## src/rtl/btn_conditioner.sv

```systemverilog
// Push-button conditioner: per-button 2-flop synchroniser, counter debouncer,
// one-cycle press/release pulses and a software-acknowledged sticky press flag.
module btn_conditioner #(
  parameter int unsigned        NUM_BTN         = 4,
  parameter int unsigned        DEBOUNCE_CYCLES = 1_000_000,
  parameter logic [NUM_BTN-1:0] INVERT_MASK     = '0
) (
  input  logic               clk,
  input  logic               rst_n,
  input  logic [NUM_BTN-1:0] btn_raw,
  input  logic [NUM_BTN-1:0] ack,
  output logic [NUM_BTN-1:0] btn_level,
  output logic [NUM_BTN-1:0] btn_press,
  output logic [NUM_BTN-1:0] btn_release,
  output logic [NUM_BTN-1:0] btn_sticky
);

  localparam int unsigned    CW      = $clog2(DEBOUNCE_CYCLES);
  localparam logic [CW-1:0]  CNT_MAX = CW'(DEBOUNCE_CYCLES - 1);

  logic [NUM_BTN-1:0] in_c;
  logic [NUM_BTN-1:0] sync1, sync2;
  logic [NUM_BTN-1:0] level, press_q, release_q, sticky_q;
  logic [NUM_BTN-1:0] accept;
  logic [CW-1:0]      cnt [NUM_BTN];

  always_comb begin
    in_c = btn_raw ^ INVERT_MASK;
  end

  // A change is accepted on the edge where the disagreeing sample completes the count.
  always_comb begin
    accept = '0;
    for (int unsigned i = 0; i < NUM_BTN; i++) begin
      accept[i] = (sync2[i] != level[i]) && (cnt[i] == CNT_MAX);
    end
  end

  always_ff @(posedge clk or negedge rst_n) begin
    if (!rst_n) begin
      sync1     <= '0;
      sync2     <= '0;
      level     <= '0;
      press_q   <= '0;
      release_q <= '0;
      sticky_q  <= '0;
      for (int unsigned i = 0; i < NUM_BTN; i++) begin
        cnt[i] <= '0;
      end
    end else begin
      sync1     <= in_c;
      sync2     <= sync1;
      level     <= level ^ accept;
      press_q   <= accept & sync2;
      release_q <= accept & ~sync2;
      // Sticky follows the registered press, so an ack seen alongside btn_press loses to the set.
      sticky_q  <= press_q | (sticky_q & ~ack);
      for (int unsigned i = 0; i < NUM_BTN; i++) begin
        if (sync2[i] == level[i] || accept[i]) begin
          cnt[i] <= '0;
        end else begin
          cnt[i] <= cnt[i] + CW'(1);
        end
      end
    end
  end

  assign btn_level   = level;
  assign btn_press   = press_q;
  assign btn_release = release_q;
  assign btn_sticky  = sticky_q;

endmodule

```

## config.mk

```make
export PLATFORM = sky130hd
export DESIGN_NAME = btn_conditioner
export DESIGN_NICKNAME = d
export VERILOG_FILES = /design/src/rtl/btn_conditioner.sv
export SDC_FILE = /design/constraint.sdc
export NUM_CORES = 1
export LEC_CHECK = 0
export BUFFER_PORTS_ARGS = -buffer_cell sky130_fd_sc_hd__clkbuf_2
export CORE_ASPECT_RATIO = 1.25
export CORE_MARGIN = 2
export CORE_UTILIZATION = 58
export DETAILED_ROUTE_END_ITERATION = 8
export HOLD_SLACK_MARGIN = 0.05
export PLACE_DENSITY = 0.76
export SYNTH_ARGS = -nofsm -noshare
export SYNTH_HDL_FRONTEND = slang
export SYNTH_SLANG_ARGS = --single-unit
```

## constraint.sdc

```tcl
create_clock -name clk -period 2.8 [get_ports clk]
set_input_delay 0.28 -clock clk [delete_from_list [all_inputs] [get_ports clk]]
set_output_delay 0.28 -clock clk [all_outputs]
set_load 0.05 [all_outputs]
```

==> out/qor.csv, run 1 <==
stage,metric,value,unit
timing,period_share,75.39,%
power_and_ir_drop,power_frac_seq,60.0,%
power_and_ir_drop,ir_worst_vdd,352.0,µV
power_and_ir_drop,power.share.switching,23.27,%
clock_tree,htreeDepth,3,
routing,ant_nets,0,
routing,wl,8728,µm
critical_path,critPathKind,reg -> reg,
placed_design,portBuffers,25,
die,io_pins,26,
final_layout,area_growth,10.23,%
yosys,syn_nets,476,
timing,worst_pin_slew,0.5801,ns
power_and_ir_drop,combPwrFrac,3.8,%
critical_path,arrival,2.41,ns
yosys,synth_top_area_share,54.68,%
critical_path,crit_family,simple AND/OR/NAND/NOR gates,
yosys,ys_types,33,
timing,fin_crit,2.111,ns
yosys,synth_area_leaders,"dfrtp_1 (55%), xnor2_1 (6.6%), nor2_1 (4.8%), xor2_1 (3.3%), or4_1 (3.0%)",
timing,fin_worst_skew,0.01254,ns
placed_design,gp_congestion,0.8424,
power_and_ir_drop,powerDensity,490.2,nW/µm²
die,start_util,60.38,%
routing,drcViolationCount,0,
run_status,outcome,"complete, no violations",
timing,finalSetupTns,0,ns
timing,maxSlewHeadroom,61.33,%
final_layout,final_cell_mix,"dfrtp_1 (104), nor2_1 (61), xnor2_1 (36), nand2_1 (27), nand3_1 (25)",
critical_path,critical_path_required,3.10,ns
yosys,ys_seq_area_share,54.68,%
timing,fmax,473.7,MHz
grt,globalRouteOverflowTotal,0,
grt,grt_pass1_vias,3374,
die,dieArea,8951,µm²
yosys,synth_edf_count,0,
clock_tree,cts_resized,0,
final_layout,fillerInstances,638,
timing,rsz0062_at_grt,no,
clock_tree,cts_buffer_depth,2,
final_layout,antennaDiodeCount,0,
placed_design,dpl_cell_area,5001,µm²
final_layout,layout-drive-gt1-share,11.38,%
die,coreArea,7883,µm²
grt,busiest_layer,met2,
final_layout,fin_util,66.56,%
worst_hold_path,hp-class,in -> reg,
power_and_ir_drop,clockPowerShare,36.2,%
yosys,syn_inst,462,
yosys,synth.avg_cell_area,10.30,µm²
critical_path,crit_buf_inv,0,
placed_design,dp.final_hpwl,6007,µm
grt,grt_util_all_layers,21.38,%
grt,grt_first_pass_wirelength,15440,µm
grt,met1_usage,28.52,%
power_and_ir_drop,p_leak,2.193,nW
clock_tree,cts_buffers,9,
timing,drv_slew,0,
routing,avgViaCountPerCell,5.841,
yosys,yosys_warnings,0,
final_layout,stdcell_area,5246,µm²
flow_run,maxCapViolCount,0,
routing,wire_per_inst,14.64,µm
routing,drtIter0Drc,156,
critical_path,start_kind,flop,
clock_tree,clk_latency,0.37,ns
yosys,ys_async_sr_fraction,100.0,%
power_and_ir_drop,intPower,1.973,mW
die,die_height,105.3,µm
clock_tree,tritoncts,yes,
critical_path,path_common_cell,or4_1,
final_layout,layout_commonest_cell,dfrtp_1,
die,die_w,85.03,µm
routing,vias,3481,
critical_path,critPathMaxStageDelay,0.65,ns
clock_tree,clock-sinks,104,
clock_tree,clk_pin_slew,0.10,ns
power_and_ir_drop,finalPower,2.572,mW
die,rows,36,
yosys,yosys_register_bits,104,
final_layout,nets,510,
critical_path,path_cells,ha_1 > nand4_1 > or4_1 > or4_1 > a21oi_1,
power_and_ir_drop,p_sw,0.5983,mW
timing,setup_viol,0,
routing,first_pass_iters,4,
grt,grt_max_degree,61,
clock_tree,cts_root_buf,clkbuf_8,
critical_path,crit_path_end_kind,flop,
critical_path,crit_path_max_fanout,7,
yosys,yosysTopAreaCell,dfrtp_1,
critical_path,crit_slowest_cell,or4_1,
grt,antenna_found_initial,0,
grt,use_met2,34.43,%
timing,final_hold_viol_count,0,
yosys,netlist_area,4760,µm²
grt,grt_use_met3,4.464,%
yosys,ys.flop_type,dfrtp_1,
synth_stat cells, types with 12 or more instances:
cell type,count
dfrtp_1,104
nor2_1,61
xnor2_1,36
nand2_1,27
nand3_1,25
a21oi_1,21
nand4_1,21
or4_1,19
xor2_1,18
inv_1,15
or3_1,15
nor4_1,12
state kept, by name, indices dropped and copies added, names as in the netlist, named ones only:
signal	cells
cnt	80
sync1	4
btn_sticky	4
btn_release	4
btn_press	4
sync2	4
power by group through the flow:
stage	combinational [mW]	sequential [mW]	clock, mW
finish	0.0976	1.54	0.930
global route	0.113	1.55	1.03
CTS	0.102	1.54	0.965
detailed placement	0.0944	1.57	0
global placement	0.0914	1.57	0
floorplan	0.0421	1.57	0
layer usage:
| metal | up-vias | wire [µm] |
|---|---|---|
| met3 | 10 | 269 |
| met2 | 45 | 4421 |
| li1 | 1706 | - |
| met5 | - | 0 |
| met4 | 0 | 114 |
| met1 | 1720 | 3923 |
what timing repair did:
action / in CTS / in global routing
buffers inserted: 0 / 0
hold buffers: 5 / 0
hold endpoints to repair: 48 / 0
worst reg2reg max path: cells and delay by family, from the launching register on:
kind                     cells  cell delay, ns
AO/OA/AOI/OAI                1            0.15
flip-flops                   1            0.43
AND/OR/NAND/NOR              3            1.23
adder cells (fa/ha/maj)      1            0.25
worst paths after layout:
| check | startpoint | end | slack [ns] | cells past startpoint |
|---|---|---|---|---|
| worst max register to register | cnt[0] | cnt[18] | 0.69 | 5 |
| worst min register to register | sync1[3] | sync2[3] | 0.36 | 0 |
| worst max-delay path | cnt[0] | cnt[18] | 0.69 | 5 |
| max in group asynchronous | rst_n | cnt[13] | 1.66 | 3 |
| min in group asynchronous | rst_n | cnt[38] | 0.43 | 2 |
| worst min-delay path | ack[1] | btn_sticky[1] | 0.15 | 3 |
metrics by stage:
stage,std cells,hold WS [ns],setup slack (ns)
finish,596,0.1478,0.6890
CTS,596,0.1331,0.6889
global route,596,0.1347,0.5460
floorplan,462,-0.01559,0.8447
detailed placement,575,0.3182,0.7124
global placement,575,0.3124,0.7901
final cells by class:
type / instances / area (µm²) / area share [%]
Tap cell: 95 / 118.9 / 2.266
Sequential cell: 104 / 2603 / 49.61
Inverter: 15 / 56.30 / 1.073
Multi-Input combinational cell: 332 / 2053 / 39.14
Clock inverter: 6 / 67.56 / 1.288
Clock buffer: 10 / 127.6 / 2.433
Timing Repair Buffer: 34 / 220.2 / 4.197
cell families after synthesis:
kind of cell | Yosys count | share of synthesized area [%]
and+or+nand+nor | 218 | 24.34
DFF | 104 | 54.68
xor gates and xnor gates | 54 | 9.937
AOI/OAI and AO/OA | 52 | 6.861
buffers and inverters | 26 | 2.182
muxes | 4 | 0.9463
adders and majority gates | 4 | 1.052
Power figures use the tool's default switching activity.
==> inputs of run 2 (changes only) <==
clock period = 2 ns   (was 2.8 ns; I/O delays follow)
==> run 2 against run 1 <==
Register-to-register slack lost 0.62 ns; cell count grew 4.4%; maximum frequency grew 9.1%; global-route usage grew 0.47 points; sequential cell count is the same; clock power grew 46%; via count grew 3.5%; clock skew shrank 0.0024 ns.
==> out/qor.csv, run 2 (same netlist as run 1, synthesis figures left out) <==
stage,metric,value,unit,change
clock_tree,tritoncts,yes,,
run_status,outcome,"complete, no violations",,
routing,met1_length,4078,µm,+4.0%
critical_path,start_kind,flop,,
die,die_height,105.3,µm,unchanged
routing,wl,9104,µm,+4.3%
routing,dr_wl_met2,4631,µm,+4.8%
timing,fin_crit,1.934,ns,-0.1769 ns
routing,first_pass_iters,4,,unchanged
power_and_ir_drop,power_frac_seq,58.8,%,-1.2 points
grt,grt_max_degree,50,,-18%
clock_tree,htreeDepth,3,,unchanged
final_layout,layout-drive-gt1-share,17.08,%,+5.7 points
clock_tree,clock-sinks,104,,unchanged
die,io_pins,26,,unchanged
die,die_w,85.03,µm,unchanged
timing,maxSlewHeadroom,73.37,%,+12 points
final_layout,antennaDiodeCount,0,,unchanged
die,start_util,60.38,%,unchanged
die,coreArea,7883,µm²,unchanged
power_and_ir_drop,p_sw,0.8564,mW,+43%
critical_path,r2r-start,cnt[66],,
timing,fmax,517.0,MHz,+9.1%
final_layout,area_growth,15.38,%,
die,dieArea,8951,µm²,unchanged
grt,grt_pass1_vias,3547,,+5.1%
grt,antenna_found_initial,0,,unchanged
placed_design,portBuffers,25,,unchanged
critical_path,crit_family,simple AND/OR/NAND/NOR gates,,
placed_design,dpl_cell_area,5189,µm²,+3.8%
timing,fin_worst_skew,0.01012,ns,-0.002419 ns
grt,grt_first_pass_wirelength,15840,µm,+2.6%
timing,worst_pin_slew,0.3958,ns,-0.1843 ns
critical_path,critPathKind,reg -> reg,,
power_and_ir_drop,ir_worst_vdd,480.6,µV,+37%
timing,setup_viol,0,,unchanged
final_layout,regMostFlops,cnt,,
final_layout,layout_commonest_cell,dfrtp_1,,
power_and_ir_drop,clockPowerShare,37.0,%,+0.8 points
clock_tree,clk_pin_slew,0.10,ns,about the same
critical_path,critPathMaxStageDelay,0.55,ns,-0.10 ns
worst_hold_path,hp-class,in -> reg,,
routing,highest_layer,met4,,
final_layout,nets,536,,+5.1%
flow_run,maxCapViolCount,0,,unchanged
routing,dr_wl_met3,222,µm,-17%
clock_tree,cts_buffers,9,,unchanged
critical_path,arrival,2.20,ns,-0.21 ns
clock_tree,cts_buffer_depth,2,,unchanged
final_layout,largest_reg_flops,80,,unchanged
placed_design,gp_congestion,0.8221,,-2.4%
critical_path,cp-startpoint,cnt[66],,
critical_path,crit_path_end_kind,flop,,
placed_design,dp.final_hpwl,6411,µm,+6.7%
timing,drv_slew,0,,unchanged
critical_path,path_cells,or4_1 > nor4_2 > nand2_1 > mux2_2,,
grt,globalRouteOverflowTotal,0,,unchanged
final_layout,final_cell_mix,"dfrtp_1 (104), nor2_1 (61), xnor2_1 (36), buf_4 (30), nand2_1 (27)",,
clock_tree,cts_root_buf,clkbuf_8,,
power_and_ir_drop,powerDensity,668.6,nW/µm²,+36%
routing,wire_per_inst,14.64,µm,about the same
routing,ant_nets,0,,unchanged
critical_path,critical_path_required,2.27,ns,-0.83 ns
critical_path,crit_buf_inv,0,,unchanged
final_layout,ff_latch_area,2603,µm²,unchanged
power_and_ir_drop,intPower,2.815,mW,+43%
routing,drcViolationCount,0,,unchanged
critical_path,crit_slowest_cell,or4_1,,
routing,vias,3603,,+3.5%
power_and_ir_drop,p_leak,2.334,nW,+6.4%
grt,grt_util_all_layers,21.85,%,+0.47 points
final_layout,stdcell_area,5492,µm²,+4.7%
final_layout,multi_input_area,2093,µm²,+2.0%
routing,drtIter0Drc,148,,-5.1%
clock_tree,clk_latency,0.38,ns,about the same
timing,final_hold_viol_count,0,,unchanged
final_layout,fillerInstances,619,,-3.0%
critical_path,crit_path_max_fanout,5,,-2
power_and_ir_drop,power.share.switching,23.32,%,+0.058 points
die,rows,36,,unchanged
power_and_ir_drop,combPwrFrac,4.3,%,+0.5 points
timing,period_share,96.71,%,+21 points
worst_hold_path,hold_start,ack[0],,
timing,finalSetupTns,0,ns,unchanged
routing,avgViaCountPerCell,5.793,,-0.82%
-- run 2: cell types whose count changed in the layout (fill, tap and decap cells not counted), sizes merged --
cell      change
clkinvlp      -1
buf          +26
clkbuf        +1
-- run 2: per-stage QoR --
step / setup WS (ns) / hold WS (ns) / util (%) / power (mW) / cells
detailed placement: 0.002278 / 0.1072 / 65.83 / 2.347 / 600
global route: -0.03905 / 0.07050 / 69.67 / 3.819 / 622
CTS: -0.005913 / 0.05001 / 69.06 / 3.711 / 621
finish: 0.06588 / 0.06258 / 69.67 / 3.672 / 622
global placement: 0.08434 / 0.1029 / 65.83 / 2.341 / 600
floorplan: 0.04474 / -0.09559 / - / 2.253 / 462
-- run 2: layout make-up --
| cell class | count | share of cell area [%] |
|---|---|---|
| multi-input cells | 332 | 38.12 |
| clock inverters | 5 | 1.162 |
| repair buffers | 60 | 7.564 |
| well taps | 95 | 2.165 |
| flip-flops and latches | 104 | 47.39 |
| inverters | 15 | 1.025 |
| clock buffers | 11 | 2.575 |
-- run 2: path summary, 6_finish.rpt --
check / endpoint / slack (ns) / cells after the start
min in group asynchronous: cnt[39] / 0.23 / 2
worst min-delay path: btn_sticky[0] / 0.06 / 3
worst max-delay path: flop / 0.07 / 4
max in group asynchronous: btn_press[3] / 1.18 / 3
worst min register to register: sync2[0] / 0.36 / 0
worst max register to register: flop / 0.07 / 4
-- run 2: what timing repair did --
item                                    CTS  global route
gates resized for setup                   0             8
hold buffers                              5             0
endpoints found under the hold margin    85             0
setup buffers                             0             1
endpoints found under the setup margin    5            46
-- run 2: power groups by stage --
stage / clock network, mW / logic, mW / registers (mW)
2_1_floorplan: 0 / 0.0589 / 2.19
3_3_place_gp: 0 / 0.144 / 2.20
3_5_place_dp: 0 / 0.147 / 2.20
4_1_cts: 1.40 / 0.156 / 2.16
5_1_grt: 1.48 / 0.179 / 2.16
6_report: 1.36 / 0.156 / 2.16
-- run 2: worst register-to-register path, delay by kind of cell (launching register included) --
family	cells	cell delay [ns]
flops	1	0.45
mux	1	0.30
simple gates	3	1.08
-- run 2: routing by layer --
layer  track usage, %  vias up
met2            34.82       40
li1                 -     1764
met1            28.93     1784
met4            9.864        0
met5                0        -
met3            4.229       15
==> inputs of run 3 (changes only) <==
CORE_ASPECT_RATIO = 1.1   (was 1.25)
CORE_UTILIZATION = 55   (was 58)
clock period = 1.7 ns   (was 2 ns; I/O delays follow)
==> run 3 against run 2 <==
The flow now finishes with violations (setup timing); sequential share of layout area fell by 7.1 points; critical path depth did not move; clock-buffer cell count rose by 2; clock skew rose by 0.00099 ns; maximum frequency rose by 3.1%; global-route usage rose by 2.9 points; register-to-register slack got worse by 0.24 ns; critical path type unchanged.
==> out/qor.csv, run 3 (same netlist as run 1, synthesis figures left out) <==
stage,metric,value,unit,change
critical_path,crit_path_max_fanout,7,,+2
placed_design,gp_congestion,0.8738,,+6.3%
worst_hold_path,hp-class,in -> reg,,
die,coreArea,8408,µm²,+6.7%
clock_tree,cts_root_buf,clkbuf_8,,
critical_path,arrival,2.18,ns,-0.02 ns
die,die_w,92.70,µm,+9.0%
clock_tree,clock-sinks,104,,unchanged
grt,globalRouteOverflowTotal,0,,unchanged
grt,grt_max_degree,57,,+14%
power_and_ir_drop,clockPowerShare,37.5,%,+0.5 points
final_layout,nets,602,,+12%
power_and_ir_drop,finalPower,4.519,mW,+23%
placed_design,pre_cts_ws,-0.1699,ns,-0.1722 ns
timing,final_hold_viol_count,0,,unchanged
timing,worst_pin_slew,0.4785,ns,+0.08275 ns
final_layout,fillerInstances,517,,-16%
final_layout,antennaDiodeCount,0,,unchanged
flow_run,maxCapViolCount,0,,unchanged
run_status,violations,setup timing,,
timing,drv_slew,0,,unchanged
die,io_pins,26,,unchanged
placed_design,dp.final_hpwl,7393,µm,+15%
grt,grt_util_all_layers,24.75,%,+2.9 points
clock_tree,htreeDepth,3,,unchanged
grt,grt_first_pass_wirelength,18700,µm,+18%
timing,fin_crit,1.875,ns,-0.05863 ns
power_and_ir_drop,p_sw,1.013,mW,+18%
power_and_ir_drop,powerDensity,698.6,nW/µm²,+4.5%
final_layout,area_growth,35.91,%,
routing,drtIter0Drc,160,,+8.1%
critical_path,crit_path_end_kind,flop,,
final_layout,final_cell_mix,"dfrtp_1 (103), buf_4 (79), xnor2_1 (36), nor2_2 (33), nand2_1 (25)",,
placed_design,portBuffers,25,,unchanged
timing,fin_worst_skew,0.01111,ns,+0.0009882 ns
die,rows,35,,-2.8%
clock_tree,clk_latency,0.36,ns,-0.02 ns
routing,wire_per_inst,16.94,µm,+16%
critical_path,reg2reg_depth,4,,unchanged
clock_tree,tritoncts,yes,,
critical_path,critPathKind,reg -> reg,,
clock_tree,cts_buffer_depth,2,,unchanged
routing,ant_nets,0,,unchanged
power_and_ir_drop,power.share.switching,22.42,%,-0.90 points
die,start_util,56.61,%,-3.8 points
timing,period_share,110.3,%,+14 points
run_status,outcome,"finished, violations left",,
power_and_ir_drop,combPwrFrac,6.4,%,+2.1 points
power_and_ir_drop,ir_worst_vdd,552.9,µV,+15%
final_layout,largest_reg_flops,80,,unchanged
routing,wl,11920,µm,+31%
final_layout,regMostFlops,cnt,,
placed_design,dpl_cell_area,5718,µm²,+10%
timing,rsz0062_at_grt,yes,,
grt,grt_pass1_vias,4089,,+15%
die,dieArea,9415,µm²,+5.2%
timing,fmax,533.2,MHz,+3.1%
final_layout,layout_commonest_cell,dfrtp_1,,
die,die_height,101.6,µm,-3.5%
critical_path,critical_path_required,2.00,ns,-0.27 ns
power_and_ir_drop,p_leak,2.694,nW,+15%
clock_tree,clk_pin_slew,0.10,ns,about the same
routing,avgViaCountPerCell,5.759,,-0.59%
clock_tree,cts_buffers,9,,unchanged
timing,setup_viol,72,,+72
routing,vias,4054,,+13%
routing,drcViolationCount,0,,unchanged
critical_path,start_kind,flop,,
grt,antenna_found_initial,0,,unchanged
final_layout,stdcell_area,6469,µm²,+18%
timing,maxSlewHeadroom,67.80,%,-5.6 points
worst_hold_path,whs_path_depth,3,,unchanged
final_layout,layout-drive-gt1-share,40.13,%,+23 points
timing,final.setup.worst_slack,-0.1755,ns,-0.2414 ns
routing,first_pass_iters,5,,+1
power_and_ir_drop,power_frac_seq,56.1,%,-2.7 points
power_and_ir_drop,intPower,3.506,mW,+25%
[run 3: changes by cell type in the layout (fill, tap and decap cells not counted), sizes merged]
cell | before | now
clkinvlp | 1 | 0
buf | 31 | 96
bufinv | 1 | 2
clkbuf | 35 | 37
inv | 17 | 15
dlygate4sd3 | 5 | 6
[run 3: final cells by class]
cell class                 count  area, µm²  area share (%)
clock buffer                  13      148.9           2.302
clock inverter                 3      65.06           1.006
inverter                      15      56.30          0.8704
multi-input combinational    332       2465           38.10
sequential                   104       2604           40.25
tap                          111      138.9           2.147
timing repair buffer         126      991.0           15.32
[run 3: metal layers]
metal	track usage (%)	up-vias	share of wire [%]
met3	3.274	28	3.3
met5	0	-	0
met4	10.07	0	2.5
li1	-	1883	-
met2	44.13	105	53
met1	30.75	2038	41
[run 3: metrics by stage]
stage | TNS (ns) | instances | hold slack (ns) | utilization, %
6_report | -7.296 | 704 | 0.05491 | 76.93
5_1_grt | -11.55 | 704 | 0.07248 | 76.93
4_1_cts | -5.427 | 699 | 0.05269 | 74.09
3_5_place_dp | -5.702 | 673 | 0.05835 | 68.01
3_3_place_gp | -2.773 | 673 | 0.05891 | 68.01
2_1_floorplan | -2.520 | 462 | -0.1256 | -
[run 3: timing repair]
action / CTS / global route
hold buffers: 6 / 0
pin swaps: 23 / 28
endpoints found under the setup margin: 74 / 86
hold endpoints to repair: 109 / 0
resized for setup: 52 / 57
cloned: 0 / 0
setup buffers: 5 / 6
[run 3: final timing paths]
| path | from | end | slack (ns) |
|---|---|---|---|
| max | cnt[7] | cnt[19] | -0.18 |
| min | ack[2] | btn_sticky[2] | 0.05 |
| max reg2reg | cnt[7] | cnt[19] | -0.18 |
| min reg2reg | sync1[0] | sync2[0] | 0.36 |
| max in group asynchronous | rst_n | cnt[3] | 0.91 |
| min in group asynchronous | rst_n | cnt[52] | 0.22 |
[run 3: critical path, stage by stage (launching register included)]
cell,delay (ns)
dfrtp_1,0.39
nand4_1,0.21
or4_4,0.65
or4_4,0.44
a21oi_2,0.12
[run 3: power by group through the flow]
stage / logic (mW) / clock network, mW / registers (mW)
after floorplan: 0.0831 / 0 / 2.58
after global placement: 0.220 / 0 / 2.58
after detailed placement: 0.226 / 0 / 2.58
after CTS: 0.249 / 1.71 / 2.53
after global routing: 0.313 / 1.80 / 2.54
final: 0.288 / 1.69 / 2.54
